File: src/rtl/nibble_serial_adder_ctrl.sv
// Nibble-serial add/subtract sequencer that drives an external 4-bit adder one
// digit per cycle. It accumulates the W-bit result, the final carry and the signed overflow.
module nibble_serial_adder_ctrl #(
   parameter int NIBBLES = 4,
   localparam int W = 4 * NIBBLES
) (
   input  logic         clk,
   input  logic         rst,
   input  logic         start,
   input  logic [W-1:0] op_a,
   input  logic [W-1:0] op_b,
   input  logic         c_in,
   input  logic         sub,
   input  logic         sel,
   output logic         busy,
   output logic         done,
   output logic [W-1:0] result,
   output logic         c_out,
   output logic         ovf,
   output logic [3:0]   add_a,
   output logic [3:0]   add_b,
   output logic         add_c_in,
   output logic         add_sel,
   input  logic [3:0]   add_s,
   input  logic         add_c_out,
   output logic [1:0]   dbg_state
);

   localparam int IW = $clog2(NIBBLES);
   localparam logic [IW-1:0] LAST = IW'(NIBBLES - 1);

   localparam logic [1:0] S_IDLE = 2'd0;
   localparam logic [1:0] S_RUN  = 2'd1;
   localparam logic [1:0] S_DONE = 2'd2;

   // Handshake: start is sampled only in IDLE; a request seen while busy is
   // dropped entirely, and done pulses for exactly one cycle after the last nibble.
   logic [1:0]    state_q, state_d;
   logic [IW-1:0] idx_q, idx_d;
   logic [W-1:0]  a_q, a_d;
   logic [W-1:0]  b_q, b_d;
   logic          carry_q, carry_d;
   logic          sel_q, sel_d;
   logic [W-1:0]  result_q, result_d;
   logic          c_out_q, c_out_d;
   logic          ovf_q, ovf_d;

   always_comb begin
      state_d  = state_q;
      idx_d    = idx_q;
      a_d      = a_q;
      b_d      = b_q;
      carry_d  = carry_q;
      sel_d    = sel_q;
      result_d = result_q;
      c_out_d  = c_out_q;
      ovf_d    = ovf_q;
      case (state_q)
         S_IDLE: begin
            if (start) begin
               a_d      = op_a;
               // Subtraction as a + ~b + 1: invert here, seed the carry with 1.
               b_d      = sub ? ~op_b : op_b;
               carry_d  = sub ? 1'b1 : c_in;
               sel_d    = sel;
               result_d = '0;
               idx_d    = '0;
               state_d  = S_RUN;
            end
         end
         S_RUN: begin
            result_d[{idx_q, 2'b00} +: 4] = add_s;
            carry_d = add_c_out;
            idx_d   = idx_q + IW'(1);
            if (idx_q == LAST) begin
               c_out_d = add_c_out;
               ovf_d   = (a_q[W-1] == b_q[W-1]) && (add_s[3] != a_q[W-1]);
               idx_d   = '0;
               state_d = S_DONE;
            end
         end
         S_DONE: state_d = S_IDLE;
         default: state_d = S_IDLE;
      endcase
   end

   always_ff @(posedge clk or posedge rst) begin
      if (rst) begin
         state_q  <= S_IDLE;
         idx_q    <= '0;
         a_q      <= '0;
         b_q      <= '0;
         carry_q  <= 1'b0;
         sel_q    <= 1'b0;
         result_q <= '0;
         c_out_q  <= 1'b0;
         ovf_q    <= 1'b0;
      end else begin
         state_q  <= state_d;
         idx_q    <= idx_d;
         a_q      <= a_d;
         b_q      <= b_d;
         carry_q  <= carry_d;
         sel_q    <= sel_d;
         result_q <= result_d;
         c_out_q  <= c_out_d;
         ovf_q    <= ovf_d;
      end
   end

   always_comb begin
      add_a    = 4'h0;
      add_b    = 4'h0;
      add_c_in = 1'b0;
      if (state_q == S_RUN) begin
         add_a    = a_q[{idx_q, 2'b00} +: 4];
         add_b    = b_q[{idx_q, 2'b00} +: 4];
         add_c_in = carry_q;
      end
   end

   assign busy      = (state_q != S_IDLE);
   assign done      = (state_q == S_DONE);
   assign result    = result_q;
   assign c_out     = c_out_q;
   assign ovf       = ovf_q;
   assign add_sel   = sel_q;
   assign dbg_state = state_q;

endmodule

File: config.mk
export PLATFORM = sky130hd
export DESIGN_NAME = nibble_serial_adder_ctrl
export DESIGN_NICKNAME = d
export VERILOG_FILES = /design/src/rtl/nibble_serial_adder_ctrl.sv
export SDC_FILE = /design/constraint.sdc
export NUM_CORES = 1
export LEC_CHECK = 0
export ABC_AREA = 0
export BUFFER_PORTS_ARGS = -buffer_cell sky130_fd_sc_hd__buf_2
export CAP_MARGIN = 20
export CORE_MARGIN = 5
export CORE_UTILIZATION = 35
export DETAILED_ROUTE_END_ITERATION = 6
export GPL_ROUTABILITY_DRIVEN = 0
export PLACE_DENSITY_LB_ADDON = 0.15
export SLEW_MARGIN = 20
export SYNTH_ARGS = -nofsm -noshare
export SYNTH_HDL_FRONTEND = slang
export SYNTH_SLANG_ARGS = --single-unit
File: constraint.sdc
create_clock -name clk -period 5.7 [get_ports clk]
set_clock_uncertainty 0.05 [all_clocks]
set_input_delay 1.71 -clock clk [delete_from_list [all_inputs] [get_ports clk]]
set_output_delay 1.71 -clock clk [all_outputs]
set_load 0.005 [all_outputs]
======== Word level (Yosys, flattened, before mapping) ========
Index checks and enable logic that the tools add are counted.
word-level totals
  register bits after elaboration ......... 56
  output and inout port bits .............. 32
  word-level logic and storage cells ...... 47
operators by class
  add/subtract/negate cells ............... 2
  eq/ne operators ......................... 7
  shifts and indexed selects .............. 4
  multiplexer cells ....................... 16
  bitwise gates (word level) .............. 1
  reduce and logical (&&, ||, !) cells .... 8
operators with widths
  cell                                                   count
  two-way mux 16 bit                                     2
  case mux 16 bit (2 select lines)                       1
  indexed part select 16 x 5 -> 4 bit                    2
  bitwise mux 16 bit                                     1
  inverter 16 bit                                        1
  variable shift 4 x 6 -> 16 bit (first input constant)  1
  indexed part select 4 x 6 -> 16 bit                    1
  two-way mux 2 bit                                      4
  two-way mux 4 bit                                      2
  case mux 2 bit (2 select lines)                        2
  AND reduction 2 bit                                    4
  negation 4 -> 6 bit                                    1
  == test 2 bit (second input constant)                  2
  inequality test 2 bit (second input constant)          2
  nonzero test 2 bit                                     2
  two-way mux 1 bit                                      3
  adder 2 x 1 -> 2 bit (second input constant)           1
  == test 2 x 1 -> 1 bit (second input constant)         1
  logical NOT 2 bit                                      1
  case mux 1 bit (2 select lines)                        1
  == test 1 bit                                          1
  logical AND 1 bit                                      1
  inequality test 1 bit                                  1

======== Depth between registers and ports, before layout ========
Gate-level depths: netlist of run 1.
  depth after elaboration ................. 4
  depth in mapped cells ................... 6

======== Least setup slack after synthesis of run 1 ========
Ideal clock, no wire load.
  path type ............................... flip-flop to output port
  from .................................... reg idx_q[0]
  to ...................................... out add_a[0]
  arrival ................................. 1306 ps
  data required time ...................... 3940 ps
  slack ................................... 2634 ps
  stages on the path, launching flop included .. 4
  buffers on the path ..................... 1
  cells stage by stage .................... dfrtp_1 buf_6 mux4_2 and2_1
on the way
  longest elaborated chain between the ends .. 2
RTL lines
  element                              RTL line  source
  from (decl)                          39        logic [IW-1:0] idx_q, idx_d;
  from (signal assigned)               100       idx_q <= idx_d;
  indexed part select 16 x 5 -> 4 bit  116       add_a = a_q[{idx_q, 2'b00} +: 4];
  two-way mux 4 bit                    115       if (state_q == S_RUN) begin
  to (decl)                            20        output logic [3:0] add_a,
No other way between the ends.

======== Final worst setup path of run 1 ========
  from .................................... reg idx_q[0]
  to ...................................... out add_b[0]
on the way
  longest elaborated chain between the ends .. 2
RTL lines
  element                              RTL line  source
  indexed part select 16 x 5 -> 4 bit  117       add_b = b_q[{idx_q, 2'b00} +: 4];
  two-way mux 4 bit                    115
  to (decl)                            21        output logic [3:0] add_b,
No other way between the ends.

==> summary.md, run 1 <==
| Metric | Value |
|---|---|
| Fin crit share | around 70% |
| Worst hold slack | roughly 0.43 ns |
| CTS Hold Buffers Added | 0 |
| Clk slew on worst S/H paths | around 0.090 ns |
| Cts bufs inserted | 5 |
| Most frequent cells in the layout | nand2_1, buf_2, dfrtp_1, xnor2_1, a22o_1 |
| DRC Markers | 0 |
| Worst-margin pin slew | 0.862 ns |
| DRT iter0 DRCs | 36 |
| # IOs | 75 |
| Row count | 32 |
| Total power | between 1.5 and 2 mW |
| Most common library cell in the layout ignoring fill and taps | nand2_1 |
| Dominant cells by area after synthesis | dfrtp_1, nand2_1, a22o_1 |
| Vias | slightly below 2000 |
| Outcome | finished, final reports clean |
| DRT Pass-1 Iters | 4 |
| Total gr overflow | 0 |
| Min Tclk post-route | 3.91 ns |
| Worst Path Required | 3.94 ns |
| PostCTS Resize Cnt | 0 |
| Cells on worst reg2reg path | 5 |
| Vias in the first global route | a little over 2000 |
| DP Wirelength | roughly 4200 µm |
| Initial core utilization | approximately 36% |
| Core box area | 7770 µm² |
| VDD IR max | roughly 0.00017 V |
| Leak | ~1.7 nW |
| Share of the yosys chip area belonging to registers | 49.9% |
| Synth top area share | about half |
| Max Clk Rate | between 200 and 300 MHz |
| Distinct cells, synth | 33 |
| CTS tree | built |
| Placed cells | 413 |
| Finished Core Util | between 40% and 50% |
| WS Path Type | flip-flop to output pin |
| DP Area | about 3200 µm² |
| Finished Cell Area | about 3300 µm² |
| Worst slack at placement | 2.05 ns |
| Port bufs | 74 |
| Setup Total Neg Slack | 0 ns |
| Die H | approximately 100 µm |
| #FFs+latches synth | 56 |
| Initial antenna violation count | 0 |
| RSZ-0062 raised after global routing | false |
| Rel. slew slack | between 40% and 50% |
| Routed wire per std cell | around 14 µm |
| Pwr dens | between 400 and 500 nW/µm² |
| Worst hold path type | flip-flop to flip-flop |
| Number of diodes | 0 |
| Final wirelength | around 6000 µm |
| Global-route wire length before repair | 10300 µm |
| Largest area contributor in the netlist | dfrtp_1 |
| Post-DR vias/cell | roughly 4.7 |
| Final Slew Violations | 0 |
| Crit start category | flip-flop |
| Hold Violations, Final | 0 |
| CTS root buf | clkbuf_8 |
| CTS Buffer Depth | 2 |
| Layout cell share with drive strength beyond 1 | 35.8% |
| Max-cap violations | 0 |
| H-tree Lvls | 2 |
| CP max FO | 16 |
| Later-pin clock latency in the skew report | 0.30 ns |
| Setup crit end kind | output pin |
| Syn avg cell area | 11.3 µm² |
| ANT nets after route | 0 |
| Area delta synth->final | 16.7% |
| Fin cells | about 420 |
| Final setup viols | 0 |
| Horiz. Die Dim | approximately 100 µm |
| Arr. time, crit path | between 2 and 2.5 ns |
| GRT Total Usage | between 10% and 20% |
| Net count after synthesis | 298 |
| Hold path cells | 2 |
| Synth Instances | ~250 |
| Setup Buffers After CTS | 0 |
| Largest net degree at the start of global routing | 57 |
| DIE AREA | 9920 µm² |
| Clock sinks | 56 |
| Ys Warns | 0 |
| # nets final | ~370 |
| Setup slack after layout | 1.79 ns |
| Syn Std Cell Area | 2810 µm² |
## final cells by class
class                      instances  area, µm²
timing repair buffer              76        385
multi-input combinational        175       1280
inverter                           4       17.5
clock buffer                       5       68.8
sequential                        56       1400
fill                             782       4490
tap                              102        128
## power by group
part	leakage, nW	internal, mW	switching, mW	total (mW)
sequential	0.715	0.559	0.139	0.698
combinational	0.911	0.342	0.329	0.671
clock	0.0359	0.0797	0.114	0.194
total	1.66	0.980	0.582	1.56
## flip-flops by register name (all words and copies together), names as in the netlist
register	count
c_out	1
ovf	1
carry_q	1
idx_q	2
b_q	16
a_q	16
add_sel	1
result	16
dbg_state	2
## worst paths after layout
| kind | startpoint | end | slack [ns] |
|---|---|---|---|
| max reg2reg | idx_q[0]$_DFFE_PP0P_ | result[8]$_DFFE_PP0P_ | 3.44 |
| max in group asynchronous | rst | b_q[8]$_DFFE_PP0P_ | 3.58 |
| min in group asynchronous | rst | result[11]$_DFFE_PP0P_ | 1.53 |
| min | a_q[7]$_DFFE_PP0P_ | a_q[7]$_DFFE_PP0P_ | 0.43 |
| max | idx_q[0]$_DFFE_PP0P_ | add_b[0] | 1.79 |
| min reg2reg | a_q[7]$_DFFE_PP0P_ | a_q[7]$_DFFE_PP0P_ | 0.43 |
## metal layers
layer  part of all wire [%]  GRT usage (%)  vias to the layer above
met5                      0              0                        -
met4                   0.54           3.47                        0
met3                    5.0           2.81                        4
met2                     46           19.7                       49
met1                     48           18.9                      921
li1                       -              -                      985
## critical path: stages (launching register included)
cell and delay (ns):
dfrtp_1 0.92, mux4_1 0.63, and2_1 0.18, buf_2 0.12
## cells in the mapped netlist, drive strengths merged
cell type and number:
and2 9, nor2 1, dfrtp 56, nor3b 1, nor4 3, nand2 75, mux2 2, nand3 4
a21o 4, a22o 16, or3b 1, o21ai 18, mux4 8, clkbuf 2, ha 6, o22ai 1
o31ai 2, nand2b 4, or2 1, nor2b 1, and2b 1, buf 12, nor4b 1, xnor2 16
inv 4
## logic make-up after synthesis
family / synth area share, %
xor+xnor: 4.99
fa+ha+maj: 2.67
buf+inv: 4.68
flops: 49.9
mux: 7.62
simple gates: 18.1
compound gates: 12.0
No activity file was read; power rests on OpenSTA's default activity.
==> inputs of run 2 (changes only) <==
==> constraint.sdc (replaced) <==
create_clock -name clk -period 3.3 [get_ports clk]
set_clock_uncertainty 0.05 [all_clocks]
set_input_delay 0.99 -clock clk [delete_from_list [all_inputs] [get_ports clk]]
set_output_delay 0.99 -clock clk [all_outputs]
set_load 0.005 [all_outputs]
==> run 2 against run 1 <==
Net effect: worst hold slack worse by 0.0039 ns; sequential share of layout area decreased by 1.0 points; power rose by 84%; combinational power increased by 80%; critical path depth did not move; sequential cell count unchanged; worst setup slack worse by 1.5 ns; non-clock buffer count increased by 3; critical endpoint is now add_b[3]; die area unchanged; largest power group is now combinational cells.
==> summary.md, run 2 (synthesis gave the netlist of run 1 again) <==
| Metric | Value |
|---|---|
| Multi-input logic area | 1280 µm² (unchanged) |
| Worst R2R Start | idx_q[0]$_DFFE_PP0P_ (unchanged) |
| GRT Total Usage | 12.9% (was 13.0%) |
| Fin crit share | between 90% and 100% |
| DP Area | 3230 µm² (was 3210 µm²) |
| Setup Total Neg Slack | 0 ns (unchanged) |
| Cells on worst reg2reg path | 6 (was 5) |
| Hold path cells | 2 (unchanged) |
| Later-pin clock latency in the skew report | 0.31 ns (was 0.30 ns) |
| Horiz. Die Dim | 99.6 µm (unchanged) |
| Most frequent cells in the layout | nand2_1, buf_2, dfrtp_1, xnor2_1, a22o_1 (unchanged) |
| Setup Buffers After CTS | 0 (unchanged) |
| Worst-margin pin slew | 0.795 ns (was 0.862 ns) |
| Routed wire per std cell | 14.0 µm (was 14.1 µm) |
| CTS tree | built (unchanged) |
| ANT nets after route | 0 (unchanged) |
| Min-delay src | a_q[7]$_DFFE_PP0P_ (unchanged) |
| Setup slack after layout | 0.318 ns (was 1.79 ns) |
| Largest net degree at the start of global routing | 33 (was 57) |
| Finished Cell Area | 3360 µm² (was 3280 µm²) |
| Row count | 32 (unchanged) |
| Slowest cell on crit path | dfrtp_1 (unchanged) |
| Cts bufs inserted | 5 (unchanged) |
| Final Slew Violations | 0 (unchanged) |
| Post-DR vias/cell | 4.65 (was 4.69) |
| Clock sinks | 56 (unchanged) |
| CP max FO | 9 (was 16) |
| Worst slack at placement | 0.625 ns (was 2.05 ns) |
| PostCTS Resize Cnt | 0 (unchanged) |
| Rel. slew slack | 47.0% (was 42.5%) |
| CP cell instances | mux4_1 > and2_1 > buf_2 (unchanged) |
| Min Tclk post-route | 2.98 ns |
| Core box area | 7770 µm² (unchanged) |
| Most common library cell in the layout ignoring fill and taps | nand2_1 (unchanged) |
| RSZ-0062 raised after global routing | false (unchanged) |
| DRC Markers | 0 (unchanged) |
| Worst Path Required | 2.26 ns (was 3.94 ns) |
| # IOs | 75 (unchanged) |
| Pwr dens | 854 nW/µm² (was 477 nW/µm²) |
| Final setup viols | 0 (unchanged) |
| WS Path Type | flip-flop to output pin (unchanged) |
| Worst hold path type | flip-flop to flip-flop (unchanged) |
| Arr. time, crit path | 1.94 ns (was 2.15 ns) |
| H-tree Lvls | 2 (unchanged) |
| Crit start category | flip-flop (unchanged) |
| DP Wirelength | 4410 µm (was 4190 µm) |
| CTS Hold Buffers Added | 0 (unchanged) |
| Leak | 1.71 nW (was 1.66 nW) |
| Port bufs | 74 (unchanged) |
| Clk slew on worst S/H paths | 0.10 ns (was 0.09 ns) |
| Die H | 99.6 µm (unchanged) |
| Max Clk Rate | between 300 and 400 MHz |
| Fillers | 806 (was 782) |
| Final wirelength | 5950 µm (was 5880 µm) |
| Area delta synth->final | 19.5% (was 16.7%) |
| Number of diodes | 0 (unchanged) |
| Setup crit end kind | output pin (unchanged) |
| Total gr overflow | 0 (unchanged) |
| Max-cap violations | 0 (unchanged) |
| Crit path launch | idx_q[0]$_DFFE_PP0P_ (unchanged) |
| FF/Latch Area | 1400 µm² (unchanged) |
| VDD IR max | 0.000264 V (was 0.000173 V) |
| DRT iter0 DRCs | 35 (was 36) |
| Hold Violations, Final | 0 (unchanged) |
| DRT Pass-1 Iters | 4 (unchanged) |
| Total power | 2.87 mW (was 1.56 mW) |
| Global-route wire length before repair | 10200 µm (was 10300 µm) |
| # nets final | 370 (was 367) |
| Vias | 1970 (was 1959) |
| Max incr delay on CP | 0.71 ns (was 0.92 ns) |
| Vias in the first global route | 2123 (was 2049) |
| CTS root buf | clkbuf_8 (unchanged) |
| Initial antenna violation count | 0 (unchanged) |
| Initial core utilization | 36.2% (unchanged) |
| CTS Buffer Depth | 2 (unchanged) |
| Layout cell share with drive strength beyond 1 | 37.0% (was 35.8%) |
| Outcome | finished, final reports clean (unchanged) |
| DIE AREA | 9920 µm² (unchanged) |
-- run 2: through the flow --
stage                     hold WS [ns]  std cells  utilization, %
after global routing             0.449        424            43.2
after CTS                        0.428        424            43.2
after floorplan                  0.387        249               -
after global placement           0.404        416            41.6
final                            0.422        424            43.2
after detailed placement         0.403        416            41.6
-- run 2: layout make-up --
cell class,instances,area share (%)
clock inverters,1,0.895
flip-flops and latches,56,41.7
well taps,102,3.80
inverters,4,0.522
repair buffers,79,12.2
multi-input cells,175,38.0
clock buffers,7,2.87
-- run 2: power by group --
part	leakage, nW	switching [mW]	internal [mW]
sequential	0.715	0.209	0.965
clock	0.0645	0.218	0.268
combinational	0.926	0.605	0.602
total	1.71	1.03	1.84
-- run 2: per-layer routing --
metal | global-route usage [%] | routed length, µm | part of all wire, %
met1 | 17.0 | 2770 | 47
met3 | 3.02 | 319 | 5.4
met5 | 0 | 0 | 0
met4 | 2.84 | 53 | 0.89
met2 | 21.5 | 2810 | 47
-- run 2: path summary, 6_finish.rpt --
kind | end | slack [ns]
setup / recovery | add_b[3] | 0.32
hold / removal | a_q[7]$_DFFE_PP0P_ | 0.42
setup reg to reg | result[9]$_DFFE_PP0P_ | 1.10
hold reg to reg | a_q[7]$_DFFE_PP0P_ | 0.42
max in group asynchronous | a_q[12]$_DFFE_PP0P_ | 1.95
min in group asynchronous | carry_q$_DFFE_PP0P_ | 0.62
-- run 2: worst max-delay path: cells and delay by family (launching register included) --
kind	cells	cell delay, ns
buffers and inverters	1	0.12
multiplexers	1	0.63
AND/OR/NAND/NOR	1	0.17
flip-flops	1	0.71
==> inputs of run 3 (changes only) <==
--- a/config.mk
+++ b/config.mk
@@ -12,6 +12,7 @@
 export CORE_UTILIZATION = 35
 export DETAILED_ROUTE_END_ITERATION = 6
 export GPL_ROUTABILITY_DRIVEN = 0
+export MAX_ROUTING_LAYER = met4
 export PLACE_DENSITY_LB_ADDON = 0.15
 export SLEW_MARGIN = 20
 export SYNTH_ARGS = -nofsm -noshare
==> run 3 against run 2 <==
Net effect: worst setup slack better by 0.0021 ns; sequential power about the same; largest power group unchanged; critical path type unchanged; non-clock buffer count unchanged; fmax about the same; clock power about the same; final area unchanged; worst hold slack about the same; cell count unchanged; sequential cell count unchanged.
==> summary.md, run 3 (synthesis gave the netlist of run 1 again) <==
| Metric | Value |
|---|---|
| Clk slew on worst S/H paths | 0.10 ns (about the same) |
| Layout cell share with drive strength beyond 1 | 37.0% (unchanged) |
| WS Path Type | flip-flop to output pin (unchanged) |
| Worst hold path endpoint | a_q[7]$_DFFE_PP0P_ (unchanged) |
| Global-route wire length before repair | 10200 µm (about the same) |
| CTS root buf | clkbuf_8 (unchanged) |
| Core box area | 7770 µm² (unchanged) |
| Setup Buffers After CTS | 0 (unchanged) |
| CTS Hold Buffers Added | 0 (unchanged) |
| CTS tree | built (unchanged) |
| GRT Total Usage | 13.3% (was 12.9%) |
| DRT Pass-1 Iters | 4 (unchanged) |
| Max incr delay on CP | 0.71 ns (about the same) |
| Initial antenna violation count | 0 (unchanged) |
| Sw frac | 36.0% (about the same) |
| Worst Path Required | 2.26 ns (about the same) |
| # nets final | 370 (unchanged) |
| DIE AREA | 9920 µm² (unchanged) |
| Port bufs | 74 (unchanged) |
| DP Wirelength | 4410 µm (unchanged) |
| Min-delay src | a_q[7]$_DFFE_PP0P_ (unchanged) |
| Fillers | 806 (unchanged) |
| Reg power frac | 40.9% (was 41.0%) |
| Slowest cell on crit path | dfrtp_1 (unchanged) |
| Worst hold path type | flip-flop to flip-flop (unchanged) |
| Initial core utilization | 36.2% (unchanged) |
| Area delta synth->final | 19.5% (unchanged) |
| Min Tclk post-route | 2.98 ns (about the same) |
| Horiz. Die Dim | 99.6 µm (unchanged) |
| Hold path cells | 2 (unchanged) |
| Final setup viols | 0 (unchanged) |
| Clock network power share | 16.9% (about the same) |
| # IOs | 75 (unchanged) |
| Final wirelength | 5960 µm (was 5950 µm) |
| DRC Markers | 0 (unchanged) |
| Crit start category | flip-flop (unchanged) |
| Number of diodes | 0 (unchanged) |
| Cts bufs inserted | 5 (unchanged) |
| Most common library cell in the layout ignoring fill and taps | nand2_1 (unchanged) |
| CP cell instances | mux4_1 > and2_1 > buf_2 (unchanged) |
| CP max FO | 9 (unchanged) |
| Worst-margin pin slew | 0.795 ns (about the same) |
| VDD IR max | 0.000264 V (about the same) |
| Pwr dens | 854 nW/µm² (about the same) |
| Post-DR vias/cell | 4.64 (was 4.65) |
| Max-cap violations | 0 (unchanged) |
| Psw | 1.03 mW (about the same) |
| Hold Violations, Final | 0 (unchanged) |
| Clock sinks | 56 (unchanged) |
| Max Clk Rate | 336 MHz (was 335 MHz) |
| PostCTS Resize Cnt | 0 (unchanged) |
| Fin crit share | 90.3% (about the same) |
| ANT nets after route | 0 (unchanged) |
| Setup crit end kind | output pin (unchanged) |
| Most frequent cells in the layout | nand2_1, buf_2, dfrtp_1, xnor2_1, a22o_1 (unchanged) |
| Die H | 99.6 µm (unchanged) |
| Rel. slew slack | 47.0% (about the same) |
| Largest net degree at the start of global routing | 33 (unchanged) |
| Final Slew Violations | 0 (unchanged) |
| Worst R2R Start | idx_q[0]$_DFFE_PP0P_ (unchanged) |
| FF-to-FF setup slack | 1.10 ns (about the same) |
| RSZ-0062 raised after global routing | false (unchanged) |
| Setup slack after layout | 0.321 ns (was 0.318 ns) |
| Arr. time, crit path | 1.94 ns (about the same) |
| Vias in the first global route | 2119 (was 2123) |
| Routed wire per std cell | 14.1 µm (was 14.0 µm) |
| DRT iter0 DRCs | 37 (was 35) |
| Row count | 32 (unchanged) |
| Later-pin clock latency in the skew report | 0.31 ns (about the same) |
| H-tree Lvls | 2 (unchanged) |
| CTS Buffer Depth | 2 (unchanged) |
| Cells on worst reg2reg path | 6 (unchanged) |
| Vias | 1969 (was 1970) |
| Leak | 1.71 nW (unchanged) |
| Setup Total Neg Slack | 0 ns (unchanged) |
| Combinational share of power | 42.1% (about the same) |
| Outcome | finished, final reports clean (unchanged) |
| Worst reg2reg endpoint | result[9]$_DFFE_PP0P_ (unchanged) |
| Internal | 1.84 mW (about the same) |
| Total gr overflow | 0 (unchanged) |
| Worst slack at placement | 0.625 ns (unchanged) |
==> run 3: layout make-up <==
class | count | area (µm²) | area share, %
Tap cell | 102 | 128 | 3.80
Timing Repair Buffer | 79 | 408 | 12.2
Inverter | 4 | 17.5 | 0.522
Clock inverter | 1 | 30.0 | 0.895
Multi-Input combinational cell | 175 | 1280 | 38.0
Clock buffer | 7 | 96.3 | 2.87
Sequential cell | 56 | 1400 | 41.7
==> run 3: critical path, delay by kind of cell (launching register included) <==
kind,cells,cell delay [ns]
flops,1,0.71
buf+inv,1,0.12
mux,1,0.63
simple gates,1,0.17
==> run 3: how the worst max path moves through the flow <==
| stage | start | to | cells past startpoint |
|---|---|---|---|
| floorplan | rst | a_q[0]$_DFFE_PP0P_ | 1 |
| global route | idx_q[0]$_DFFE_PP0P_ | add_b[0] | 3 |
| global placement | idx_q[0]$_DFFE_PP0P_ | add_b[3] | 3 |
| CTS | idx_q[0]$_DFFE_PP0P_ | add_b[3] | 3 |
| detailed placement | idx_q[0]$_DFFE_PP0P_ | add_b[3] | 3 |
| finish | idx_q[0]$_DFFE_PP0P_ | add_b[3] | 3 |
==> run 3: per-stage QoR <==
step	instance area (µm²)	total power, mW	std cells	util, %	hold WS, ns
after detailed placement	3230	2.43	416	41.6	0.403
after global routing	3360	3.12	424	43.2	0.449
after CTS	3360	2.92	424	43.2	0.428
after global placement	3230	2.42	416	41.6	0.404
after floorplan	2810	2.09	249	-	0.387
final	3360	2.87	424	43.2	0.422
==> run 3: metal layers <==
metal	global-route usage (%)	wire length, µm	vias to the layer above	share of wire, %
met2	21.5	2820	48	47
met4	2.84	34	0	0.57
met5	-	0	-	0
met1	17.1	2790	924	47
met3	3.02	321	6	5.4
li1	-	-	991	-
==> run 3: power groups by stage <==
stage               Sequential, mW  Combinational [mW]  Clock (mW)
global route                  1.23                1.37       0.525
detailed placement            1.20                1.23           0
global placement              1.19                1.23           0
finish                        1.17                1.21       0.486
floorplan                     1.11               0.976           0
CTS                           1.18                1.24       0.500
